==> src/rtl/chess_pkg.sv <==
`default_nettype none
// +----------------------------------------------------------------------------+
// | chess_pkg                                                                  |
// | Shared square-word layout, colours, pawn allow-vector bits and FSM states. |
// | Revision: 1.0                                                              |
// +----------------------------------------------------------------------------+
package chess_pkg;

  localparam int SQ_OCC   = 0;
  localparam int SQ_COLOR = 1;
  localparam int SQ_KING  = 2;

  localparam logic COLOR_WHITE = 1'b0;
  localparam logic COLOR_BLACK = 1'b1;

  localparam int PA_FWD1 = 5;
  localparam int PA_FWD2 = 4;
  localparam int PA_CAPL = 3;
  localparam int PA_CAPR = 2;
  localparam int PA_EPL  = 1;
  localparam int PA_EPR  = 0;

  typedef enum logic [2:0] {
    ST_IDLE   = 3'd0,
    ST_FETCH0 = 3'd1,
    ST_FETCH1 = 3'd2,
    ST_FETCH2 = 3'd3,
    ST_FETCH3 = 3'd4,
    ST_DRAIN  = 3'd5,
    ST_RESP   = 3'd6
  } pawn_state_t;

endpackage
`default_nettype wire

==> src/rtl/pawn_target_calc.sv <==
`default_nettype none
// +----------------------------------------------------------------------------+
// | pawn_target_calc                                                           |
// | Combinational target-square generator: (row, col, colour, k) -> addr.      |
// | Revision: 1.0                                                              |
// +----------------------------------------------------------------------------+
module pawn_target_calc
  import chess_pkg::*;
#(
  parameter int BOARD_N = 8,
  parameter int IDXW    = $clog2(BOARD_N)
) (
  input  logic [IDXW-1:0]   i_row,
  input  logic [IDXW-1:0]   i_col,
  input  logic              i_color,
  input  logic [1:0]        i_k,
  output logic              o_in_board,
  output logic [2*IDXW-1:0] o_addr
);

  // Two guard bits give room for a sign and for row+2 overflow.
  localparam int c_W = IDXW + 2;
  localparam logic signed [c_W-1:0] c_P1 = (c_W)'(1);
  localparam logic signed [c_W-1:0] c_P2 = (c_W)'(2);
  localparam logic signed [c_W-1:0] c_M1 = -c_P1;
  localparam logic signed [c_W-1:0] c_M2 = -c_P2;
  localparam logic signed [c_W-1:0] c_N  = (c_W)'(BOARD_N);
  localparam logic [2*IDXW-1:0]     c_NA = (2*IDXW)'(BOARD_N);

  logic signed [c_W-1:0] w_dr;
  logic signed [c_W-1:0] w_dc;
  logic signed [c_W-1:0] w_tr;
  logic signed [c_W-1:0] w_tc;

  always_comb begin
    w_dr = (i_color == COLOR_BLACK) ? c_P1 : c_M1;
    if (i_k == 2'd1) begin
      w_dr = (i_color == COLOR_BLACK) ? c_P2 : c_M2;
    end
    w_dc = '0;
    if (i_k == 2'd2) begin
      w_dc = c_M1;
    end else if (i_k == 2'd3) begin
      w_dc = c_P1;
    end
    w_tr = $signed({2'b00, i_row}) + w_dr;
    w_tc = $signed({2'b00, i_col}) + w_dc;
  end

  assign o_in_board = ~w_tr[c_W-1] & (w_tr < c_N) & ~w_tc[c_W-1] & (w_tc < c_N);
  assign o_addr     = {{IDXW{1'b0}}, w_tr[IDXW-1:0]} * c_NA
                    + {{IDXW{1'b0}}, w_tc[IDXW-1:0]};

endmodule
`default_nettype wire

==> src/rtl/pawn_move_unit.sv <==
`default_nettype none
// +----------------------------------------------------------------------------+
// | pawn_move_unit                                                             |
// | Sequential pawn move evaluator; fetches up to four squares per query.      |
// | Optional feature macro: PAWN_EP_EN (en passant tracking and epL/epR).      |
// | Revision: 1.0                                                              |
// +----------------------------------------------------------------------------+
module pawn_move_unit
  import chess_pkg::*;
#(
  parameter int BOARD_N = 8,
  parameter int IDXW    = $clog2(BOARD_N)
) (
  input  logic              clk,
  input  logic              rst_n,
  input  logic              req_valid,
  output logic              req_ready,
  input  logic [IDXW-1:0]   req_row,
  input  logic [IDXW-1:0]   req_col,
  input  logic              req_color,
  output logic              sq_rd_en,
  output logic [2*IDXW-1:0] sq_addr,
  input  logic [2:0]        sq_rdata,
  output logic              rsp_valid,
  input  logic              rsp_ready,
  output logic [5:0]        rsp_allow,
  output logic              rsp_promo,
  input  logic              mv_valid,
  input  logic              mv_double,
  input  logic [IDXW-1:0]   mv_col,
  input  logic              mv_color
);

  localparam logic [IDXW-1:0] c_ROW_1  = IDXW'(1);
  localparam logic [IDXW-1:0] c_ROW_N2 = IDXW'(BOARD_N - 2);

  pawn_state_t       r_state;
  logic [IDXW-1:0]   r_row;
  logic [IDXW-1:0]   r_col;
  logic              r_color;
  logic [3:0]        r_inb;
  logic [1:0]        r_sq0;
  logic [1:0]        r_sq1;
  logic [1:0]        r_sq2;
  logic [5:0]        r_allow;
  logic              r_promo;

  logic              w_fetch;
  logic [1:0]        w_k;
  logic              w_tgt_inb;
  logic [2*IDXW-1:0] w_tgt_addr;
  logic              w_accept;
  logic              w_start_row;
  logic              w_fwd1;
  logic              w_fwd2;
  logic              w_capl;
  logic              w_capr;
  logic              w_epl;
  logic              w_epr;
  logic              w_promo;
  logic [5:0]        w_allow;

  always_comb begin
    w_fetch = 1'b1;
    w_k     = 2'd0;
    case (r_state)
      ST_FETCH0: w_k = 2'd0;
      ST_FETCH1: w_k = 2'd1;
      ST_FETCH2: w_k = 2'd2;
      ST_FETCH3: w_k = 2'd3;
      default:   w_fetch = 1'b0;
    endcase
  end

  pawn_target_calc #(
    .BOARD_N (BOARD_N),
    .IDXW    (IDXW)
  ) u_target (
    .i_row      (r_row),
    .i_col      (r_col),
    .i_color    (r_color),
    .i_k        (w_k),
    .o_in_board (w_tgt_inb),
    .o_addr     (w_tgt_addr)
  );

  assign w_accept  = (r_state == ST_IDLE) & req_valid;
  assign req_ready = (r_state == ST_IDLE);
  assign rsp_valid = (r_state == ST_RESP);
  assign sq_rd_en  = w_fetch & w_tgt_inb;
  assign sq_addr   = sq_rd_en ? w_tgt_addr : '0;
  assign rsp_allow = r_allow;
  assign rsp_promo = r_promo;

`ifdef PAWN_EP_EN
  localparam logic [IDXW-1:0] c_ONE      = IDXW'(1);
  localparam logic [IDXW-1:0] c_LAST_COL = IDXW'(BOARD_N - 1);
  localparam logic [IDXW-1:0] c_EP_ROW_W = IDXW'(BOARD_N / 2 - 1);
  localparam logic [IDXW-1:0] c_EP_ROW_B = IDXW'(BOARD_N / 2);

  logic            r_ep_valid;
  logic [IDXW-1:0] r_ep_col;
  logic            r_ep_color;
  logic            r_snap_valid;
  logic [IDXW-1:0] r_snap_col;
  logic            r_snap_color;
  logic            w_ep_row;
  logic            w_ep_ok;
  logic            w_unused_bits;

  // The snapshot is taken from the pre-update register so that a move
  // notified in the accept cycle never leaks into the query being started.
  always_ff @(posedge clk or negedge rst_n) begin
    if (!rst_n) begin
      r_ep_valid   <= 1'b0;
      r_ep_col     <= '0;
      r_ep_color   <= 1'b0;
      r_snap_valid <= 1'b0;
      r_snap_col   <= '0;
      r_snap_color <= 1'b0;
    end else begin
      if (mv_valid) begin
        r_ep_valid <= mv_double;
        if (mv_double) begin
          r_ep_col   <= mv_col;
          r_ep_color <= mv_color;
        end
      end
      if (w_accept) begin
        r_snap_valid <= r_ep_valid;
        r_snap_col   <= r_ep_col;
        r_snap_color <= r_ep_color;
      end
    end
  end

  assign w_ep_row = (r_color == COLOR_BLACK) ? (r_row == c_EP_ROW_B) : (r_row == c_EP_ROW_W);
  assign w_ep_ok  = r_snap_valid & (r_snap_color != r_color) & w_ep_row;
  assign w_epl    = w_ep_ok & (r_col != '0)        & (r_snap_col == r_col - c_ONE);
  assign w_epr    = w_ep_ok & (r_col != c_LAST_COL) & (r_snap_col == r_col + c_ONE);
  assign w_unused_bits = sq_rdata[SQ_KING];
`else
  logic w_unused_bits;
  assign w_epl = 1'b0;
  assign w_epr = 1'b0;
  assign w_unused_bits = sq_rdata[SQ_KING] ^ mv_valid ^ mv_double ^ (^mv_col) ^ mv_color;
`endif

  // Target 3 is still on sq_rdata during DRAIN, so it is used directly.
  assign w_start_row = (r_color == COLOR_BLACK) ? (r_row == c_ROW_1) : (r_row == c_ROW_N2);
  assign w_promo     = (r_color == COLOR_BLACK) ? (r_row == c_ROW_N2) : (r_row == c_ROW_1);
  assign w_fwd1 = r_inb[0] & ~r_sq0[SQ_OCC];
  assign w_fwd2 = w_fwd1 & r_inb[1] & ~r_sq1[SQ_OCC] & w_start_row;
  assign w_capl = r_inb[2] & r_sq2[SQ_OCC] & (r_sq2[SQ_COLOR] != r_color);
  assign w_capr = r_inb[3] & sq_rdata[SQ_OCC] & (sq_rdata[SQ_COLOR] != r_color);

  always_comb begin
    w_allow          = '0;
    w_allow[PA_FWD1] = w_fwd1;
    w_allow[PA_FWD2] = w_fwd2;
    w_allow[PA_CAPL] = w_capl;
    w_allow[PA_CAPR] = w_capr;
    w_allow[PA_EPL]  = w_epl;
    w_allow[PA_EPR]  = w_epr;
  end

  always_ff @(posedge clk or negedge rst_n) begin
    if (!rst_n) begin
      r_state <= ST_IDLE;
      r_row   <= '0;
      r_col   <= '0;
      r_color <= 1'b0;
      r_inb   <= '0;
      r_sq0   <= '0;
      r_sq1   <= '0;
      r_sq2   <= '0;
      r_allow <= '0;
      r_promo <= 1'b0;
    end else begin
      case (r_state)
        ST_IDLE: begin
          if (req_valid) begin
            r_row   <= req_row;
            r_col   <= req_col;
            r_color <= req_color;
            r_state <= ST_FETCH0;
          end
        end
        ST_FETCH0: begin
          r_inb[0] <= w_tgt_inb;
          r_state  <= ST_FETCH1;
        end
        ST_FETCH1: begin
          r_inb[1] <= w_tgt_inb;
          r_sq0    <= sq_rdata[1:0];
          r_state  <= ST_FETCH2;
        end
        ST_FETCH2: begin
          r_inb[2] <= w_tgt_inb;
          r_sq1    <= sq_rdata[1:0];
          r_state  <= ST_FETCH3;
        end
        ST_FETCH3: begin
          r_inb[3] <= w_tgt_inb;
          r_sq2    <= sq_rdata[1:0];
          r_state  <= ST_DRAIN;
        end
        ST_DRAIN: begin
          r_allow <= w_allow;
          r_promo <= w_promo;
          r_state <= ST_RESP;
        end
        ST_RESP: begin
          if (rsp_ready) begin
            r_state <= ST_IDLE;
          end
        end
        default: r_state <= ST_IDLE;
      endcase
    end
  end

endmodule
`default_nettype wire

==> config.mk <==
export PLATFORM = sky130hd
export DESIGN_NAME = pawn_move_unit
export DESIGN_NICKNAME = d
export VERILOG_FILES = /design/src/rtl/chess_pkg.sv /design/src/rtl/pawn_target_calc.sv /design/src/rtl/pawn_move_unit.sv
export SDC_FILE = /design/constraint.sdc
export NUM_CORES = 1
export LEC_CHECK = 0
export BUFFER_PORTS_ARGS = -buffer_cell sky130_fd_sc_hd__buf_4
export CAP_MARGIN = 25
export CELL_PAD_IN_SITES_DETAIL_PLACEMENT = 0
export CELL_PAD_IN_SITES_GLOBAL_PLACEMENT = 1
export CORE_MARGIN = 2
export CORE_UTILIZATION = 40
export CTS_CLUSTER_SIZE = 24
export DETAILED_ROUTE_END_ITERATION = 10
export GPL_ROUTABILITY_DRIVEN = 0
export PLACE_DENSITY = 0.83
export REMOVE_ABC_BUFFERS = 1
export SETUP_SLACK_MARGIN = 0.5
export SYNTH_ARGS = -nofsm -noshare
export SYNTH_HDL_FRONTEND = slang
export SYNTH_HIERARCHICAL = 1
export SYNTH_SLANG_ARGS = --single-unit
==> constraint.sdc <==
create_clock -name clk -period 3.7 [get_ports clk]
set_input_delay 0 -clock clk [delete_from_list [all_inputs] [get_ports clk]]
set_output_delay 0 -clock clk [all_outputs]
set_load 0.01 [all_outputs]
# [Yosys cells after proc, flatten, opt, wreduce, memory -nomap -nowiden]
# Cells that the tools add are included.
[totals] ff_bits=23 in_bits=20
[classes] addsub=3 n_bitwise=16 n_reduce_logical=4 mux=13 magnitude_cmp=2 eq_ne=15
[op_table] op="3-bit one-hot mux with 7 select lines" n=1
[op_table] op="5-bit 2-to-1 mux" n=4
[op_table] op="1-bit AND" n=12
[op_table] op="3-bit == test, second input constant" n=4
[op_table] op="4-bit by 5-bit adder with 5-bit output" n=2
[op_table] op="5-bit < comparator, second input constant" n=2
[op_table] op="6-bit by 3-bit adder with 6-bit output" n=1
[op_table] op="3-bit by 1-bit == test with 1-bit output, second input constant" n=2
[op_table] op="3-bit by 2-bit == test with 1-bit output, second input constant" n=2
[op_table] op="3-bit 2-to-1 mux" n=2
[op_table] op="6-bit 2-to-1 mux" n=1
[op_table] op="2-bit one-hot mux with 3 select lines" n=1
[op_table] op="2-bit == test, second input constant" n=2
[op_table] op="1-bit 2-to-1 mux" n=4
[op_table] op="1-bit inverter" n=4
[op_table] op="2-bit AND reduction" n=2
[op_table] op="4-bit OR reduction" n=1
[op_table] op="3-bit logical NOT" n=1
[op_table] op="2-bit by 1-bit == test with 1-bit output, second input constant" n=1
[op_table] op="1-bit != test" n=2
[op_table] op="2-bit by 1-bit != test with 1-bit output, second input constant" n=1
[op_table] op="2-bit != test, second input constant" n=1

# [Depth between registers and ports, before layout]
[logic_depth] word_depth=11 ltp_mapped=15 depth_no_buf=13

# [By module]
# The synthesis kept the hierarchy.
[by_module_without_submodules] mod="pawn_move_unit" area_per_inst_um2=1148.6 instances=1 seq_area_each_um2=575.6 cells_each=96
[by_module_without_submodules] mod="pawn_target_calc" area_per_inst_um2=312.8 instances=1 seq_area_each_um2=0.0 cells_each=40

# [Worst setup path before layout]
# OpenSTA, ideal clock, no wires.
[synth_timing] path_type="flip-flop to output port" from="reg r_state[2]" to="out sq_addr[0]" slack_ps=570 path_stages_with_launch=15 n_path_buf=2 arrival_ps=3130 required_ps=3700 cell_sequence="dfrtp_1 nand2b_1 or2_1 o21ai_1 dlygate4sd3_1 ha_1 inv_1 fa_1 nor2b_1 o21a_1 o21ai_0 a22oi_1 and3b_1 buf_2 and2_1"
[synth_between] elab_chain_cells=11 elab_cells_between_ends=25 classes_between="add/sub: 3; order compare: 2; eq/ne: 7; mux: 6; bitwise: 6; reduce/logical: 1"
[synth_rtl] element="start: declaration" line_no="pawn_move_unit.sv:37" text="pawn_state_t r_state;"
[synth_rtl] element="start signal: assignment" line_no="pawn_move_unit.sv:169" text="r_state <= ST_IDLE;"
[synth_rtl] element="start signal: assignment" line_no="pawn_move_unit.sv:186" text="r_state <= ST_FETCH0;"
[synth_rtl] element="start signal: assignment" line_no="pawn_move_unit.sv:191" text="r_state <= ST_FETCH1;"
[synth_rtl] element="3-bit == test / 3-bit by 2-bit == test with 1-bit output (equally long branches)" line_no="pawn_move_unit.sv:66" text="case (r_state)"
[synth_rtl] element="2-bit one-hot mux with 3 select lines (*)" line_no="pawn_move_unit.sv:66"
[synth_rtl] element="named net w_k[1]" line_no="pawn_move_unit.sv:49" text="logic [1:0] w_k;"
[synth_rtl] element="2-bit by 1-bit == test with 1-bit output / 2-bit == test (equally long branches)" line_no="pawn_target_calc.sv:37, pawn_target_calc.sv:43"
[synth_rtl] element="5-bit 2-to-1 mux / 1-bit 2-to-1 mux (equally long branches)" line_no="pawn_target_calc.sv:37, pawn_target_calc.sv:43"
[synth_rtl] element="4-bit by 5-bit adder with 5-bit output / 5-bit 2-to-1 mux (equally long branches)" line_no="pawn_target_calc.sv:46, pawn_target_calc.sv:41"
[synth_rtl] element="5-bit < comparator (tied with other cells)" line_no="pawn_target_calc.sv:50" text="assign o_in_board = ~w_tr[c_W-1] & (w_tr < c_N) & ~w_tc[c_W-1] & (w_tc < c_N);"
[synth_rtl] element="1-bit AND / 1-bit inverter (equally long branches)" line_no="pawn_target_calc.sv:50"
[synth_rtl] element="1-bit AND" line_no="pawn_target_calc.sv:50"
[synth_rtl] element="1-bit AND (*)" line_no="pawn_target_calc.sv:50"
[synth_rtl] element="named net w_tgt_inb" line_no="pawn_move_unit.sv:50" text="logic w_tgt_inb;"
[synth_rtl] element="1-bit AND (*)" line_no="pawn_move_unit.sv:90" text="assign sq_rd_en = w_fetch & w_tgt_inb;"
[synth_rtl] element="named net sq_rd_en" line_no="pawn_move_unit.sv:21" text="output logic sq_rd_en,"
[synth_rtl] element="6-bit 2-to-1 mux (*)" line_no="pawn_move_unit.sv:91" text="assign sq_addr = sq_rd_en ? w_tgt_addr : '0;"
[synth_rtl] element="end: declaration" line_no="pawn_move_unit.sv:22" text="output logic [2*IDXW-1:0] sq_addr,"
# Mark *: on every way through the listed nets, which the timed path passes. The rest lies on a longest branch.

# [Final worst setup path]
[layout_timing] from="reg r_state[2]" to="out sq_addr[0]"
[layout_between] elab_chain_cells=11 elab_cells_between_ends=25 classes_between="add/sub: 3; order compare: 2; eq/ne: 7; mux: 6; bitwise: 6; reduce/logical: 1"
[layout_rtl] element="3-bit == test / 3-bit by 2-bit == test with 1-bit output (equally long branches)" line_no="pawn_move_unit.sv:66"
[layout_rtl] element="2-bit one-hot mux with 3 select lines (*)" line_no="pawn_move_unit.sv:66"
[layout_rtl] element="named net w_k[0]" line_no="pawn_move_unit.sv:49"
[layout_rtl] element="2-bit by 1-bit == test with 1-bit output / 2-bit == test (equally long branches)" line_no="pawn_target_calc.sv:37, pawn_target_calc.sv:43"
[layout_rtl] element="5-bit 2-to-1 mux / 1-bit 2-to-1 mux (equally long branches)" line_no="pawn_target_calc.sv:37, pawn_target_calc.sv:43"
[layout_rtl] element="4-bit by 5-bit adder with 5-bit output / 5-bit 2-to-1 mux (equally long branches)" line_no="pawn_target_calc.sv:46, pawn_target_calc.sv:41"
[layout_rtl] element="5-bit < comparator (tied with other cells)" line_no="pawn_target_calc.sv:50"
[layout_rtl] element="1-bit AND / 1-bit inverter (equally long branches)" line_no="pawn_target_calc.sv:50"
[layout_rtl] element="1-bit AND" line_no="pawn_target_calc.sv:50"
[layout_rtl] element="1-bit AND (*)" line_no="pawn_target_calc.sv:50"
[layout_rtl] element="named net w_tgt_inb" line_no="pawn_move_unit.sv:50"
[layout_rtl] element="1-bit AND (*)" line_no="pawn_move_unit.sv:90"
[layout_rtl] element="6-bit 2-to-1 mux (*)" line_no="pawn_move_unit.sv:91"
# Marks and branches as above.

==> impl_metrics.csv <==
group,metric,value,unit
run_status,outcome,"complete, no violations",
setup_path,cp_data_required_time,3.70,ns
setup_path,r2r.worst_path.cells,13,
finish,n_fill_cell,293,
setup_path,end_kind,"primary output",
die,floorplan.die_area,0.00415,mm²
setup_path,highest_cell_delay_on_the_worst_timing_path,0.42,ns
die,floorplan.die.height,64.4,µm
drt,drt_drc_violations_left,0,
logic_synthesis,synth.yosys.warnings,6,
clocking,numClockSinks,23,
drt,vias,1121,
timing,finalWorstPathRequiredPeriod,3.10,ns
finish,most_frequent_cells_in_the_layout,"sky130_fd_sc_hd__buf_4 (41), sky130_fd_sc_hd__dfrtp_1 (21), sky130_fd_sc_hd__dlygate4sd3_1 (12), sky130_fd_sc_hd__inv_1 (12), sky130_fd_sc_hd__nand2_1 (9)",
finish,num_antenna_cells,0,
clocking,worst_setup_hold_path_clk_slew,0.12,ns
logic_synthesis,synthesis.area,0.00146,mm²
die,core_box_area,0.00342,mm²
setup_path,cell_chain_critical_path,"nand2b_4 > buf_4 > a21oi_4 > or2b_4 > nand2_2 > inv_1 > fa_2 > nand2b_4 > o31ai_2 > nand2_1 > a22oi_2 > and3b_2 > and2_4 > buf_4",
global_route,grt_start_max_net_pins,24,
setup_path,critical_path.endpoint,"sq_addr[0]",
timing,final-hold-violation-count,0,
finish,num-nets-final,216,
drt,drt_pass1_iterations,4,
timing,timing.final.crit_share,0.838,
drt,viasPerCell,4.85,
timing,finClkSkew,0.00287,ns
setup_path,worst_path_max_delay_cell,"sky130_fd_sc_hd__dfrtp_1",
pwr,power_density,889,mW/mm²
pwr,vdd_ir_drop_max,0.497,mV
logic_synthesis,ys_top_cells_by_area,"sky130_fd_sc_hd__dfrtp_1 (39%), sky130_fd_sc_hd__mux2_4 (8.2%), sky130_fd_sc_hd__ha_1 (6.8%)",
clocking,clock_tree.root_cell,"sky130_fd_sc_hd__clkbuf_4",
global_route,number_of_global_route_vias_before_repair,1138,
timing,max_clock_freq,322,MHz
die,fp-row-count,21,
run,drv.max_cap_violation_count,0,
setup_path,worst-path-max-fanout,7,
clocking,worstSkewPairLatency,0.32,ns
setup_path,start_kind,"flip-flop",
clocking,cts-htree-levels,1,
place,buffers_added_on_ports,26,
finish,syn_to_final_growth,36.8,%
finish,layout-drive-gt1-share,0.411,
logic_synthesis,postSynthCellCount,136,
logic_synthesis,synth_largest_type_area_fraction,0.394,
finish,final_core_utilization,0.585,
finish,area_of_combinational_cells_with_multiple_inputs,861,µm²
global_route,grt-ovfl-total,0,
die,initial_core_util,0.428,
drt,drtAntennaViolNets,0,
clocking,tritoncts_clock_tree,"built",
logic_synthesis,synth.avg_cell_area,10.7,µm²
logic_synthesis,yosysSeqAreaShare,0.394,
setup_path,worst-endpoint-arrival,3.10,ns
logic_synthesis,synth.ff_latch_count,23,
global_route,grt_util_all_layers,0.155,
global_route,grt_pass1_wl,4940,µm
drt,routed_len_inst,13.0,µm
hold_path,hold_path.class,"input pin to async pin",
clocking,cts_max_path_buffers,2,
logic_synthesis,ys_types,42,
setup_path,reg2reg_setup_slack,1.01,ns
setup_path,worst-setup-path-type,"flip-flop to primary output",
finish,seq_area,578,µm²
setup_path,worst_r2r_dst,"r_inb[1]",
setup_path,critical_path.reg2reg.startpoint,"r_state[2]",
logic_synthesis,post-synth-top-area-cell,"sky130_fd_sc_hd__dfrtp_1",
place,detailedPlacementHpwl,2040,µm
timing,finalMaxSlewViolations,0,
setup_path,worst_setup_sp,"r_state[2]",
drt,drt_wl_total,3000,µm
timing,setup-tns-final,0,ns
global_route,number_of_antenna_violations_at_the_first_check_in_global_routing,0,
drt,drt_iter0_markers,11,
timing,grt_setup_unrepaired,"true",
die,floorplan.io_pins,36,
timing,setup_viol,0,
die,die_w,64.4,µm
pwr,static-leakage-power,0.983,nW
clocking,cts_buffers,3,
finish,layout_commonest_cell,"sky130_fd_sc_hd__buf_4",
## logic make-up (layout without fill, tap and decap cells)
logic type | Yosys count | count (layout) | synth area share
AND/OR/NAND/NOR | 41 | 41 | 0.180
flip-flops | 23 | 23 | 0.394
buffers and inverters | 22 | 70 | 0.0805
AO/OA/AOI/OAI | 18 | 18 | 0.0736
multiplexers | 17 | 17 | 0.150
adder cells (fa/ha/maj) | 10 | 10 | 0.0959
XOR/XNOR | 4 | 4 | 0.0240
other | 1 | 2 | 0.00257
## synth_stat cells (all sizes together)
| cell type | instances |
|---|---|
| nand3 | 3 |
| or4 | 1 |
| nor2 | 2 |
| and2 | 7 |
| or2b | 1 |
| o21ai | 9 |
| nor3b | 2 |
| or3 | 1 |
| nor2b | 2 |
| ha | 8 |
| nand2 | 10 |
| nor3 | 2 |
| xor2 | 4 |
| mux2 | 15 |
| dfrtp | 23 |
| a21oi | 3 |
| and3 | 1 |
| o21a | 1 |
| a22oi | 1 |
| clkbuf | 1 |
| o2111ai | 1 |
| nand3b | 1 |
| and3b | 2 |
| buf | 7 |
| or2 | 1 |
| nand2b | 5 |
| o41ai | 1 |
| fa | 2 |
| inv | 13 |
| dlygate4sd3 | 1 |
| mux2i | 2 |
| o31ai | 1 |
| a211oi | 1 |
| conb | 1 |
## critical path, delay by kind of cell, from the launching register on
family	cells	cell delay (ns)
AO/OA/AOI/OAI	3	0.49
buffers and inverters	3	0.31
AND/OR/NAND/NOR	7	1.21
flip-flops	1	0.42
adder cells (fa/ha/maj)	1	0.34
## cell type report
type | count | area share
Tap cell | 46 | 0.0288
Sequential cell | 23 | 0.289
Multi-Input combinational cell | 92 | 0.431
Inverter | 13 | 0.0244
Timing Repair Buffer | 53 | 0.214
Clock buffer | 4 | 0.0131
## metal layers
layer / up-vias / share of wire / global-route usage
li1: 543 / - / -
met1: 554 / 0.44 / 0.175
met2: 19 / 0.52 / 0.281
met3: 5 / 0.028 / 0.0365
met4: 0 / 0.016 / 0.0638
met5: - / 0 / 0
## through the flow
stage / instance area (µm²) / power (W) / hold slack, ns / setup WS [ns] / cells
2_1_floorplan: 1400 / 0.00108 / -0.296 / 0.729 / 128
3_3_place_gp: 1660 / 0.00135 / -0.0955 / 0.583 / 202
3_5_place_dp: 1660 / 0.00139 / -0.0899 / 0.523 / 202
4_1_cts: 1880 / 0.00162 / 0.0887 / 0.525 / 222
5_1_grt: 2000 / 0.00193 / 0.0980 / 0.447 / 231
6_report: 2000 / 0.00178 / 0.0878 / 0.599 / 231
## power by group
part | internal, W | switching (W)
clock network | 0.0000423 | 0.0000766
registers | 0.000365 | 0.000102
logic | 0.000659 | 0.000533
total | 0.00107 | 0.000712
## registers in the layout (all words and copies together) (netlist names)
register,flops
rsp_allow,4
r_col,3
r_state,3
rsp_promo,1
r_sq0,1
r_row,3
r_sq1,1
r_sq2,2
r_color,1
r_inb,4
## timing repair
item | 4_1_cts | 5_1_grt
setup buffers | 4 | 9
pin swaps | 2 | 8
resized for setup | 11 | 11
endpoints found under the hold margin | 38 | 0
hold buffers | 12 | 0
endpoints found under the setup margin | 7 | 7
## how the worst min path moves through the flow
stage / end / from / slack [ns]
global placement: r_state[1] / rst_n / -0.1
CTS: r_state[2] / rst_n / 0.09
finish: r_sq0[0] / rst_n / 0.09
detailed placement: r_state[2] / rst_n / -0.09
global route: r_sq0[0] / rst_n / 0.1
floorplan: r_col[0] / rst_n / -0.30
Note: power is estimated with default switching activity, not from simulation.
